`src/rtl/err_eval_sweep_if.sv`:
```
// Bus between the sweep engine and the approximate/exact model pair it exercises.
// The slave side is the sweep engine; the master side drives start/abort and model responses.
interface err_eval_sweep_if #(
    parameter int IN_W  = 12,
    parameter int OUT_W = 14
);
    logic                    start;
    logic                    abort;
    logic [IN_W-1:0]         dut_in;
    logic [OUT_W-1:0]        approx_out;
    logic [OUT_W-1:0]        exact_out;
    logic                    busy;
    logic                    done;
    logic [IN_W:0]           err_count;
    logic [OUT_W-1:0]        max_abs_err;
    logic [IN_W+OUT_W-1:0]   sum_abs_err;

    modport slave (
        input  start, abort, approx_out, exact_out,
        output dut_in, busy, done, err_count, max_abs_err, sum_abs_err
    );

    modport master (
        output start, abort, approx_out, exact_out,
        input  dut_in, busy, done, err_count, max_abs_err, sum_abs_err
    );
endinterface

```
`src/rtl/err_eval_sweep.sv`:
```
// Exhaustive error evaluator: walks every input vector through an approximate and an
// exact model, then reports mismatch count, maximum and summed absolute error.
module err_eval_sweep #(
    parameter int IN_W  = 12,
    parameter int OUT_W = 14
) (
    input  logic              clk,
    input  logic              rst_n,
    err_eval_sweep_if.slave   bus
);
    typedef enum logic [1:0] {
        S_IDLE,
        S_SWEEP,
        S_DRAIN,
        S_DONE
    } state_t;

    localparam logic [IN_W-1:0] LAST_VEC = '1;

    state_t                  r_state;
    logic [IN_W-1:0]         r_dut_in;
    logic                    r_valid;
    logic                    r_mismatch;
    logic [OUT_W-1:0]        r_diff;
    logic [IN_W:0]           r_err_count;
    logic [OUT_W-1:0]        r_max_abs_err;
    logic [IN_W+OUT_W-1:0]   r_sum_abs_err;
    logic                    r_busy;
    logic                    r_done;

    logic [OUT_W:0]          w_sub;
    logic [OUT_W-1:0]        w_diff;
    logic                    w_mismatch;

    // The extra top bit of the subtraction is the borrow; when set, negate the low bits.
    always_comb begin
        w_sub      = {1'b0, bus.approx_out} - {1'b0, bus.exact_out};
        w_diff     = w_sub[OUT_W] ? (~w_sub[OUT_W-1:0] + {{(OUT_W-1){1'b0}}, 1'b1})
                                  : w_sub[OUT_W-1:0];
        w_mismatch = (bus.approx_out != bus.exact_out);
    end

    always_ff @(posedge clk or negedge rst_n) begin
        if (!rst_n) begin
            r_state       <= S_IDLE;
            r_dut_in      <= '0;
            r_valid       <= 1'b0;
            r_mismatch    <= 1'b0;
            r_diff        <= '0;
            r_err_count   <= '0;
            r_max_abs_err <= '0;
            r_sum_abs_err <= '0;
            r_busy        <= 1'b0;
            r_done        <= 1'b0;
        end else begin
            // Accumulate stage runs whenever the compare stage holds a vector, including
            // on an abort edge, so partial results cover every vector already compared.
            if (r_valid) begin
                r_err_count   <= r_err_count + {{IN_W{1'b0}}, r_mismatch};
                r_sum_abs_err <= r_sum_abs_err + {{IN_W{1'b0}}, r_diff};
                if (r_diff > r_max_abs_err) begin
                    r_max_abs_err <= r_diff;
                end
            end

            unique case (r_state)
                S_IDLE, S_DONE: begin
                    if (bus.start) begin
                        r_state       <= S_SWEEP;
                        r_busy        <= 1'b1;
                        r_done        <= 1'b0;
                        r_dut_in      <= '0;
                        r_valid       <= 1'b0;
                        r_err_count   <= '0;
                        r_max_abs_err <= '0;
                        r_sum_abs_err <= '0;
                    end
                end
                S_SWEEP: begin
                    if (bus.abort) begin
                        r_state <= S_IDLE;
                        r_busy  <= 1'b0;
                        r_valid <= 1'b0;
                    end else begin
                        r_diff     <= w_diff;
                        r_mismatch <= w_mismatch;
                        r_valid    <= 1'b1;
                        r_dut_in   <= r_dut_in + 1'b1;
                        if (r_dut_in == LAST_VEC) begin
                            r_state <= S_DRAIN;
                        end
                    end
                end
                S_DRAIN: begin
                    r_valid <= 1'b0;
                    r_busy  <= 1'b0;
                    if (bus.abort) begin
                        r_state <= S_IDLE;
                    end else begin
                        r_state <= S_DONE;
                        r_done  <= 1'b1;
                    end
                end
                default: begin
                    r_state <= S_IDLE;
                    r_busy  <= 1'b0;
                    r_done  <= 1'b0;
                    r_valid <= 1'b0;
                end
            endcase
        end
    end

    assign bus.dut_in      = r_dut_in;
    assign bus.busy        = r_busy;
    assign bus.done        = r_done;
    assign bus.err_count   = r_err_count;
    assign bus.max_abs_err = r_max_abs_err;
    assign bus.sum_abs_err = r_sum_abs_err;
endmodule

```
`src/flat_wrapper.sv`:
```
// flat-port wrapper written by rule: the top's interface ports become plain ports
module err_eval_sweep_flat 
#(
    parameter int IN_W  = 12,
    parameter int OUT_W = 14
)
  (clk, rst_n, bus_start, bus_abort, bus_approx_out, bus_exact_out, bus_dut_in, bus_busy, bus_done, bus_err_count, bus_max_abs_err, bus_sum_abs_err);
  err_eval_sweep_if #(.IN_W(IN_W), .OUT_W(OUT_W)) bus_i ();
  input  logic clk;
  input  logic rst_n;
  input wire logic [$bits(bus_i.start)-1:0] bus_start;
  input wire logic [$bits(bus_i.abort)-1:0] bus_abort;
  input wire logic [$bits(bus_i.approx_out)-1:0] bus_approx_out;
  input wire logic [$bits(bus_i.exact_out)-1:0] bus_exact_out;
  output wire logic [$bits(bus_i.dut_in)-1:0] bus_dut_in;
  output wire logic [$bits(bus_i.busy)-1:0] bus_busy;
  output wire logic [$bits(bus_i.done)-1:0] bus_done;
  output wire logic [$bits(bus_i.err_count)-1:0] bus_err_count;
  output wire logic [$bits(bus_i.max_abs_err)-1:0] bus_max_abs_err;
  output wire logic [$bits(bus_i.sum_abs_err)-1:0] bus_sum_abs_err;
  assign bus_i.start = bus_start;
  assign bus_i.abort = bus_abort;
  assign bus_i.approx_out = bus_approx_out;
  assign bus_i.exact_out = bus_exact_out;
  assign bus_dut_in = bus_i.dut_in;
  assign bus_busy = bus_i.busy;
  assign bus_done = bus_i.done;
  assign bus_err_count = bus_i.err_count;
  assign bus_max_abs_err = bus_i.max_abs_err;
  assign bus_sum_abs_err = bus_i.sum_abs_err;
  err_eval_sweep #(.IN_W(IN_W), .OUT_W(OUT_W)) u_core (.clk(clk), .rst_n(rst_n), .bus(bus_i));
endmodule
```
`config.mk`:
```
export PLATFORM = sky130hd
export DESIGN_NAME = err_eval_sweep_flat
export DESIGN_NICKNAME = d
export VERILOG_FILES = /design/src/rtl/err_eval_sweep_if.sv /design/src/rtl/err_eval_sweep.sv /design/src/flat_wrapper.sv
export SDC_FILE = /design/constraint.sdc
export NUM_CORES = 1
export LEC_CHECK = 0
export ABC_AREA = 1
export CELL_PAD_IN_SITES_DETAIL_PLACEMENT = 0
export CELL_PAD_IN_SITES_GLOBAL_PLACEMENT = 2
export CORE_ASPECT_RATIO = 1.25
export CORE_MARGIN = 1.5
export CORE_UTILIZATION = 32
export DETAILED_ROUTE_END_ITERATION = 6
export DONT_BUFFER_PORTS = 1
export HOLD_SLACK_MARGIN = 0.06
export PLACE_DENSITY = 0.84
export SYNTH_ARGS = -nofsm -noshare
export SYNTH_HDL_FRONTEND = slang
export SYNTH_SLANG_ARGS = --single-unit
export TNS_END_PERCENT = 100
```
`constraint.sdc`:
```
create_clock -name clk -period 2 [get_ports clk]
set_input_delay 0.5 -clock clk [delete_from_list [all_inputs] [get_ports clk]]
set_output_delay 0.5 -clock clk [all_outputs]
set_load 0.1 [all_outputs]
```
# Yosys cells after proc, flatten, opt, wreduce, memory -nomap -nowiden
# Index checks and enable logic that the tools add are counted.
dict set report word_totals {
  latchBits 0
  ramBits 0
  rom_bits 0
  elab_cells 64
  in_bits 32
  n_memories 0
  ff_bits 85
  out_inout_bits 67
}
dict set report classes {
  n_mul 0
  n_div 0
  addsub 5
  n_mux 27
  n_eq_ne 10
  reduce_logical 9
  n_lt_le_gt_ge 1
  shifts 0
  bitwise_logic 2
}
# op n
set ops {}
lappend ops {{2-to-1 mux 26 bit} 3}
lappend ops {{2-to-1 mux 14 bit} 5}
lappend ops {{2-to-1 mux 13 bit} 3}
lappend ops {{adder 26 x 14 -> 26 bit} 1}
lappend ops {{2-to-1 mux 12 bit} 2}
lappend ops {{case mux 12 bit (2 select lines)} 1}
lappend ops {{subtractor 14 x 14 -> 15 bit} 1}
lappend ops {{adder 14 x 1 -> 14 bit (second input constant)} 1}
lappend ops {{> comparator 14 bit} 1}
lappend ops {{!= test 14 bit} 1}
lappend ops {{NOT 14 bit} 1}
lappend ops {{adder 13 x 1 -> 13 bit} 1}
lappend ops {{adder 12 x 1 -> 12 bit (second input constant)} 1}
lappend ops {{equality test 12 bit (second input constant)} 1}
lappend ops {{2-to-1 mux 2 bit} 4}
lappend ops {{!= test 2 bit (second input constant)} 4}
lappend ops {{case mux 1 bit (3 select lines)} 2}
lappend ops {{case mux 2 bit (3 select lines)} 1}
lappend ops {{AND reduction 2 bit} 3}
lappend ops {{AND reduction 3 bit} 2}
lappend ops {{2-to-1 mux 1 bit} 5}
lappend ops {{equality test 2 bit (second input constant)} 2}
lappend ops {{nonzero test 2 bit} 2}
lappend ops {{!= test 3 x 2 -> 1 bit (second input constant)} 1}
lappend ops {{5 further kinds} 5}

# Logic depth before layout (Yosys ltp)
# Gate-level depths: netlist of run 1.
dict set report depth {
  word_depth 5
  depth_mapped 17
  mapped_depth_nobuf 17
}

# Worst setup path after synthesis of run 1
# No wires, ideal clock.
dict set report synth_timing {
  path_type {register to register}
  start {register u_core.r_sum_abs_err[0] (netlist: u_core.bus.sum_abs_err[0])}
  end {register u_core.r_sum_abs_err[24] (netlist: u_core.bus.sum_abs_err[24])}
  required_time_ns 1.883
  setup_time_ns 0.117
  t_arrival_ns 2.466
  n_path_buf 0
  stages_incl_launch_ff 12
  path_slack_ns -0.584
  period_less_slack_ns 2.584
  path_cell_list {dfrtp_1 > ha_1 > fa_1 > nand2_1 > o21ai_1 > a21oi_1 > o21ai_1 > a21o_2 > nand3_1 > nand2_1 > nand2_1 > nor2_1}
}
dict set report synth_between {
  elab_chain_len 4
}
# item line
set synth_lines {}
lappend synth_lines {{from (decl)} err_eval_sweep.sv:27} ;# logic [IN_W+OUT_W-1:0] r_sum_abs_err;
lappend synth_lines {{from (signal assigned)} err_eval_sweep.sv:60} ;# r_sum_abs_err <= r_sum_abs_err + {{IN_W{1'b0}}, r_diff};
lappend synth_lines {{adder 26 x 14 -> 26 bit (*)} err_eval_sweep.sv:60}
lappend synth_lines {{2-to-1 mux 26 bit (*)} err_eval_sweep.sv:58} ;# if (r_valid) begin
lappend synth_lines {{2-to-1 mux 26 bit} err_eval_sweep.sv:68} ;# if (bus.start) begin
lappend synth_lines {{2-to-1 mux 26 bit (*)} err_eval_sweep.sv:66} ;# unique case (r_state)
# Mark *: on every way between the ends. The rest lies on a longest branch, timed or not.
# A chain may end at the register's enable or synchronous reset.

# Final worst setup path of run 1
dict set report layout_timing {
  start {register u_core.r_sum_abs_err[0] (netlist: u_core.bus.sum_abs_err[0])}
  end {register u_core.r_sum_abs_err[22] (netlist: u_core.bus.sum_abs_err[22])}
}
# The elaborated chain is that of the path after synthesis.

==> results_dict.tcl, run 1 <==
set metrics [dict create \
    synth_top_area_share 0.347 \
    grt_usage 0.175 \
    report.final.slew_viol_count 0 \
    start_util 0.326 \
    grt-busiest-layer "met2" \
    setup_viol 8 \
    syn_area_per_cell_sq_um 7.01 \
    dp_slack_ns -0.453 \
    period_share 1.02 \
    clockBufferDepth 2 \
    grt_pass1_wl_mm 28.0 \
    fin_cells 1256 \
    antenna_found_initial 0 \
    syn-num-nets 957 \
    crit_start "u_core.bus.sum_abs_err[0]" \
    irDropWorstVdd_mv 0.717 \
    wirelength_mm 17.0 \
    slew_headroom 0.381 \
    synthTopCellsByArea "dfrtp_1 35%, nand2_1 13%, ha_1 9.8%" \
    grt_pass1_vias 5886 \
    cts_num_sinks 85 \
    rows 56 \
    diodes 0 \
    grt_max_degree 86 \
    grt_setup_unrepaired "true" \
    max_freq_mhz 492 \
    cts_tree "done" \
    area_growth_pct 35.8 \
    syn_inst 875 \
    power_density_nw_per_um2 1640 \
    cts_buffers 9 \
    ys_async_sr_fraction 1.00 \
    port-buffer-count 0 \
    cts-htree-levels 3 \
    worstPathMaxFanout 7 \
    end_kind "register" \
    clock_skew_ns 0.0109 \
    vias 5971 \
    required_ns 2.25 \
    viasPerCell 4.75 \
    post-dp-hpwl_mm 13.2 \
    coreArea_sq_um 18800 \
    die_x_microns 127 \
    n_fill_cell 1945 \
    drcViolationCount 0 \
    synth.most_common_cell "nand2_1" \
    final_antenna_net_count 0 \
    r2r_start "u_core.bus.sum_abs_err[0]" \
    whs_ns -0.169 \
    multi_input_area_sq_um 3800 \
    yosysSeqAreaShare 0.347 \
    yosys-top-cells-count "205 x nand2_1, 148 x inv_1, 85 x dfrtp_1" \
    crit_arrival_ns 2.28 \
    seqCellArea_sq_um 2240 \
    synth-main-ff-cell "dfrtp_1" \
    fp.dieH_microns 158 \
    synth_warnings 0 \
    worstMarginPinSlew_ns 0.929 \
    syn_area_sq_um 6130 \
    drt_iter0_markers 227 \
    finalHoldViolCount 85 \
    drive_above_1_share 0.317 \
    synth_top_area_cell "dfrtp_1" \
    wl_per_cell_microns 13.5 \
    critPathLaunchType "register" \
    critPathKind "reg2reg" \
    nets 1101 \
    use_met2 0.327 \
    finalCriticalPeriod_ns 2.03 \
    ys_ff_latch 85 \
    status "finished with violations" \
    ys_types 47 \
    root_buffer "clkbuf_16" \
    placed_cells 1232 \
    final.setup.worst_slack_ns -0.0332 \
    cts.clk_slew.worst_paths_ns 0.07 \
    maxCapViolCount 0 \
    gr-usage-met1 0.199 \
    synth_edf_count 0 \
    hp-class "in2async" \
    clkLatencyLatePin_ns 0.36 \
    dieArea_sq_um 20000 \
    reg2reg_slack_ns -0.03 \
    gr-usage-met3 0.0260 \
    violations "hold timing, setup timing" \
    p_leak_nw 4.18 \
    grt_overflow 0 \
    num_io_pins 99 \
    firstDrtPassIters 4 \
    gp_congestion 0.827 \
]
[per-layer routing]
layer | wire, microns | vias up | part of all wire
met5 | 0 | - | 0
met4 | 426 | 0 | 0.025
met3 | 554 | 22 | 0.033
met2 | 8730 | 96 | 0.51
met1 | 7300 | 2727 | 0.43
li1 | - | 3126 | -
[kinds of logic after synthesis]
family,after synthesis,synth area share
and+or+nand+nor,409,0.294
buffers and inverters,168,0.104
AOI/OAI and AO/OA,154,0.138
DFF,85,0.347
adders and majority gates,50,0.105
xor gates and xnor gates,9,0.0129
[per-stage QoR]
| stage | total power [mW] | util | hold WS, ns | TNS, ns | area, sq um |
|---|---|---|---|---|---|
| after global placement | 11.1 | 0.409 | 0.206 | -5.17 | 7670 |
| after floorplan | 8.87 | - | 0.204 | -3.24 | 6390 |
| after CTS | 13.2 | 0.429 | -0.179 | -0.453 | 8050 |
| after global routing | 14.7 | 0.443 | -0.180 | -2.10 | 8330 |
| final | 13.6 | 0.443 | -0.169 | -0.204 | 8330 |
| after detailed placement | 11.2 | 0.409 | 0.206 | -5.80 | 7670 |
[critical path, cell delays in order (launching register included)]
cell	delay (ns)
dfrtp_4	0.48
ha_4	0.17
fa_2	0.34
nand2_2	0.08
o21ai_2	0.08
a21oi_4	0.19
o21ai_2	0.11
a21o_4	0.26
nand3_2	0.08
nand2_1	0.05
nand2_1	0.05
nor2_1	0.03
[cell usage in the layout (no fill, tap or decap), types with 4 or more instances in the layout]
cell type | netlist | layout
nor2_4 | 1 | 4
inv_1 | 148 | 144
o211ai_1 | 8 | 8
nand2_4 | 1 | 6
o21ai_0 | 57 | 46
nand2_2 | 10 | 21
a31oi_1 | 5 | 4
ha_4 | 0 | 10
inv_2 | 5 | 7
nand2_1 | 205 | 191
dfrtp_1 | 85 | 32
nor2_2 | 5 | 11
dfrtp_2 | 0 | 35
a21oi_1 | 63 | 51
a21oi_2 | 0 | 11
buf_4 | 0 | 145
nor2_1 | 79 | 70
dfrtp_4 | 0 | 18
ha_2 | 0 | 4
o21ai_2 | 0 | 4
clkbuf_16 | 0 | 9
nor3_1 | 17 | 15
ha_1 | 48 | 34
nand3_2 | 2 | 10
nand3_1 | 56 | 47
nand4_1 | 12 | 12
xnor2_1 | 6 | 6
o21ai_1 | 5 | 12
[power by group]
part           switching (mW)  leakage, nW  internal, mW  total [mW]
Sequential              0.581         1.04          2.38        2.96
Clock                   0.750        0.141          1.01        1.76
Combinational            5.96         3.01          2.95        8.90
[final cells by class]
| cell class | instances | share of cell area |
|---|---|---|
| tap | 232 | 0.0349 |
| inverter | 153 | 0.0708 |
| clock buffer | 10 | 0.0287 |
| timing repair buffer | 146 | 0.132 |
| sequential | 85 | 0.269 |
| multi-input combinational | 624 | 0.456 |
| clock inverter | 6 | 0.00841 |
[registers in the layout, summed over array words and instances, names as in the netlist, 2 cells and up]
register                count
u_core.bus.max_abs_err     14
u_core.bus.err_count       13
u_core.bus.sum_abs_err     26
u_core.r_state              2
u_core.r_diff              14
u_core.bus.dut_in          12
[timing repair]
item / CTS / global route
pin swaps: 6 / 11
resized for setup: 17 / 67
buffers inserted: 1 / 5
endpoints found under the hold margin: 85 / 85
cloned: 0 / 2
setup endpoints to repair: 28 / 53
[final timing paths]
| kind | end | depth (start not counted) |
|---|---|---|
| max | u_core.bus.sum_abs_err[22] | 11 |
| min | u_core.bus.max_abs_err[11] | 0 |
| max reg2reg | u_core.bus.sum_abs_err[22] | 11 |
| min reg2reg | u_core.bus.done | 2 |
| max in group asynchronous | u_core.bus.sum_abs_err[2] | 0 |
| min in group clk | u_core.bus.sum_abs_err[2] | 1 |
No activity file was read; power rests on OpenSTA's default activity.
==> inputs of run 2 (changes only) <==
--- a/config.mk
+++ b/config.mk
@@ -6,9 +6,9 @@
 export NUM_CORES = 1
 export LEC_CHECK = 0
 export ABC_AREA = 1
+export ABC_CLOCK_PERIOD_IN_PS = 2000
 export CELL_PAD_IN_SITES_DETAIL_PLACEMENT = 0
 export CELL_PAD_IN_SITES_GLOBAL_PLACEMENT = 2
-export CORE_ASPECT_RATIO = 1.25
 export CORE_MARGIN = 1.5
 export CORE_UTILIZATION = 32
 export DETAILED_ROUTE_END_ITERATION = 6
==> results_dict.tcl, run 2 (synthesized netlist as in run 1, its figures left out) <==
set metrics [dict create \
    status "finished with violations" \
    violations "hold timing, setup timing" \
    cts_buffers 9 \
    fp.dieH_microns 141 \
    crit_start "u_core.bus.sum_abs_err[0]" \
    worstPathMaxFanout 7 \
    grt_setup_unrepaired "true" \
    dieArea_sq_um 20000 \
    wirelength_mm 17.1 \
    drt_iter0_markers 244 \
    antenna_found_initial 0 \
    rows 50 \
    mostFrequentLayoutCell "nand2_1" \
    vias 6039 \
    grt_pass1_vias 5877 \
    cts-htree-levels 3 \
    fin_cells 1272 \
    crit_arrival_ns 2.30 \
    setup_viol 15 \
    required_ns 2.24 \
    critPathLaunchType "register" \
    slew_headroom 0.379 \
    placed_cells 1236 \
    largest_register_ff_count 26 \
    layout.cells.most_common_list "183 x nand2_1, 157 x buf_4, 138 x inv_1" \
    grt_overflow 0 \
    timing.rr.end "u_core.bus.sum_abs_err[24]" \
    wl_per_cell_microns 13.4 \
    cts_tree "done" \
    start_util 0.327 \
    root_buffer "clkbuf_16" \
    final_antenna_net_count 0 \
    drive_above_1_share 0.355 \
    max_freq_mhz 484 \
    finalHoldViolCount 85 \
    viasPerCell 4.75 \
    clock_skew_ns 0.0131 \
    cts.clk_slew.worst_paths_ns 0.07 \
    grt_pass1_wl_mm 28.1 \
    wl_met3_microns 474 \
    clockBufferDepth 2 \
    die_x_microns 141 \
    dp_slack_ns -0.483 \
    diodes 0 \
    final.setup.worst_slack_ns -0.0660 \
    r2r_start "u_core.bus.sum_abs_err[0]" \
    power_density_nw_per_um2 1660 \
    reg2reg_slack_ns -0.07 \
    grt_usage 0.174 \
    highest_layer "met4" \
    worstMarginPinSlew_ns 0.931 \
    drcViolationCount 0 \
    nets 1115 \
    maxCapViolCount 0 \
    report.final.slew_viol_count 0 \
    m1WireLength_mm 7.99 \
    grt_max_degree 86 \
    num_io_pins 99 \
    whs_ns -0.156 \
    irDropWorstVdd_mv 0.622 \
    hp-class "in2async" \
    critPathKind "reg2reg" \
    period_share 1.03 \
    coreArea_sq_um 18800 \
    port-buffer-count 0 \
    p_leak_nw 4.31 \
    clkLatencyLatePin_ns 0.35 \
    post-dp-hpwl_mm 13.1 \
    rr_worst_depth 11 \
    wl_met2_mm 8.44 \
    crit_path_end "u_core.bus.sum_abs_err[24]" \
    area_growth_pct 40.2 \
    gp_congestion 0.814 \
    finalCriticalPeriod_ns 2.07 \
    cts_num_sinks 85 \
    firstDrtPassIters 4 \
    end_kind "register" \
]
[run 2: cell types whose count changed in the layout (fill, tap and decap cells not counted), moves of 5 or more]
cell	before	now
inv_1	144	138
o21ai_1	12	20
o21ai_0	46	38
inv_2	7	12
ha_1	34	27
buf_4	145	157
nand2_2	21	28
nand2_1	191	183
[run 2: area by class of cell]
type | count | area (sq um)
Clock buffer | 10 | 229
Clock inverter | 6 | 86.3
Sequential cell | 85 | 2240
Timing Repair Buffer | 162 | 1240
Multi-Input combinational cell | 622 | 3910
Inverter | 153 | 592
Tap cell | 234 | 293
Fill cell | 1975 | 10200
[run 2: through the flow]
step / area, sq um / hold slack, ns / setup TNS, ns / power [mW] / utilization
3_5_place_dp: 7700 / 0.206 / -5.57 / 11.3 / 0.410
2_1_floorplan: 6390 / 0.204 / -3.24 / 8.87 / -
3_3_place_gp: 7700 / 0.206 / -5.00 / 11.2 / 0.410
4_1_cts: 8070 / -0.171 / -0.655 / 13.2 / 0.430
6_report: 8590 / -0.156 / -0.565 / 14.3 / 0.458
5_1_grt: 8590 / -0.174 / -3.09 / 15.4 / 0.458
[run 2: repair_timing]
action	in CTS	in global routing
endpoints found under the setup margin	16	55
gates resized for setup	9	124
setup buffers	3	19
pin swaps	8	40
endpoints found under the hold margin	85	85
[run 2: critical path, cell delays in order, from the launching register on]
cell and delay [ns]:
dfrtp_4 0.48, ha_4 0.17, fa_2 0.34, nand2_2 0.11, o21ai_4 0.07, a21oi_4 0.21, o21ai_4 0.09, a21o_4 0.26
nand3_2 0.09, nand2_1 0.05, nand2_1 0.05, nor2_1 0.04
[run 2: report_power, final]
| part | switching [mW] | leakage [nW] | internal, mW |
|---|---|---|---|
| logic | 6.10 | 3.12 | 3.38 |
| clock network | 0.703 | 0.153 | 1.09 |
| registers | 0.594 | 1.03 | 2.38 |
[run 2: worst min-delay path by stage]
stage / startpoint / end / cells after the start
2_1_floorplan: rst_n / u_core.bus.busy / 0
3_3_place_gp: rst_n / u_core.bus.err_count[11] / 0
3_5_place_dp: rst_n / u_core.bus.err_count[8] / 0
4_1_cts: rst_n / u_core.bus.err_count[8] / 0
5_1_grt: rst_n / u_core.bus.err_count[11] / 0
6_report: rst_n / u_core.bus.err_count[8] / 0
[run 2: layer usage]
metal	up-vias	GRT usage
met4	0	0.0445
li1	3148	-
met3	9	0.0206
met1	2787	0.228
met5	-	0
met2	95	0.307
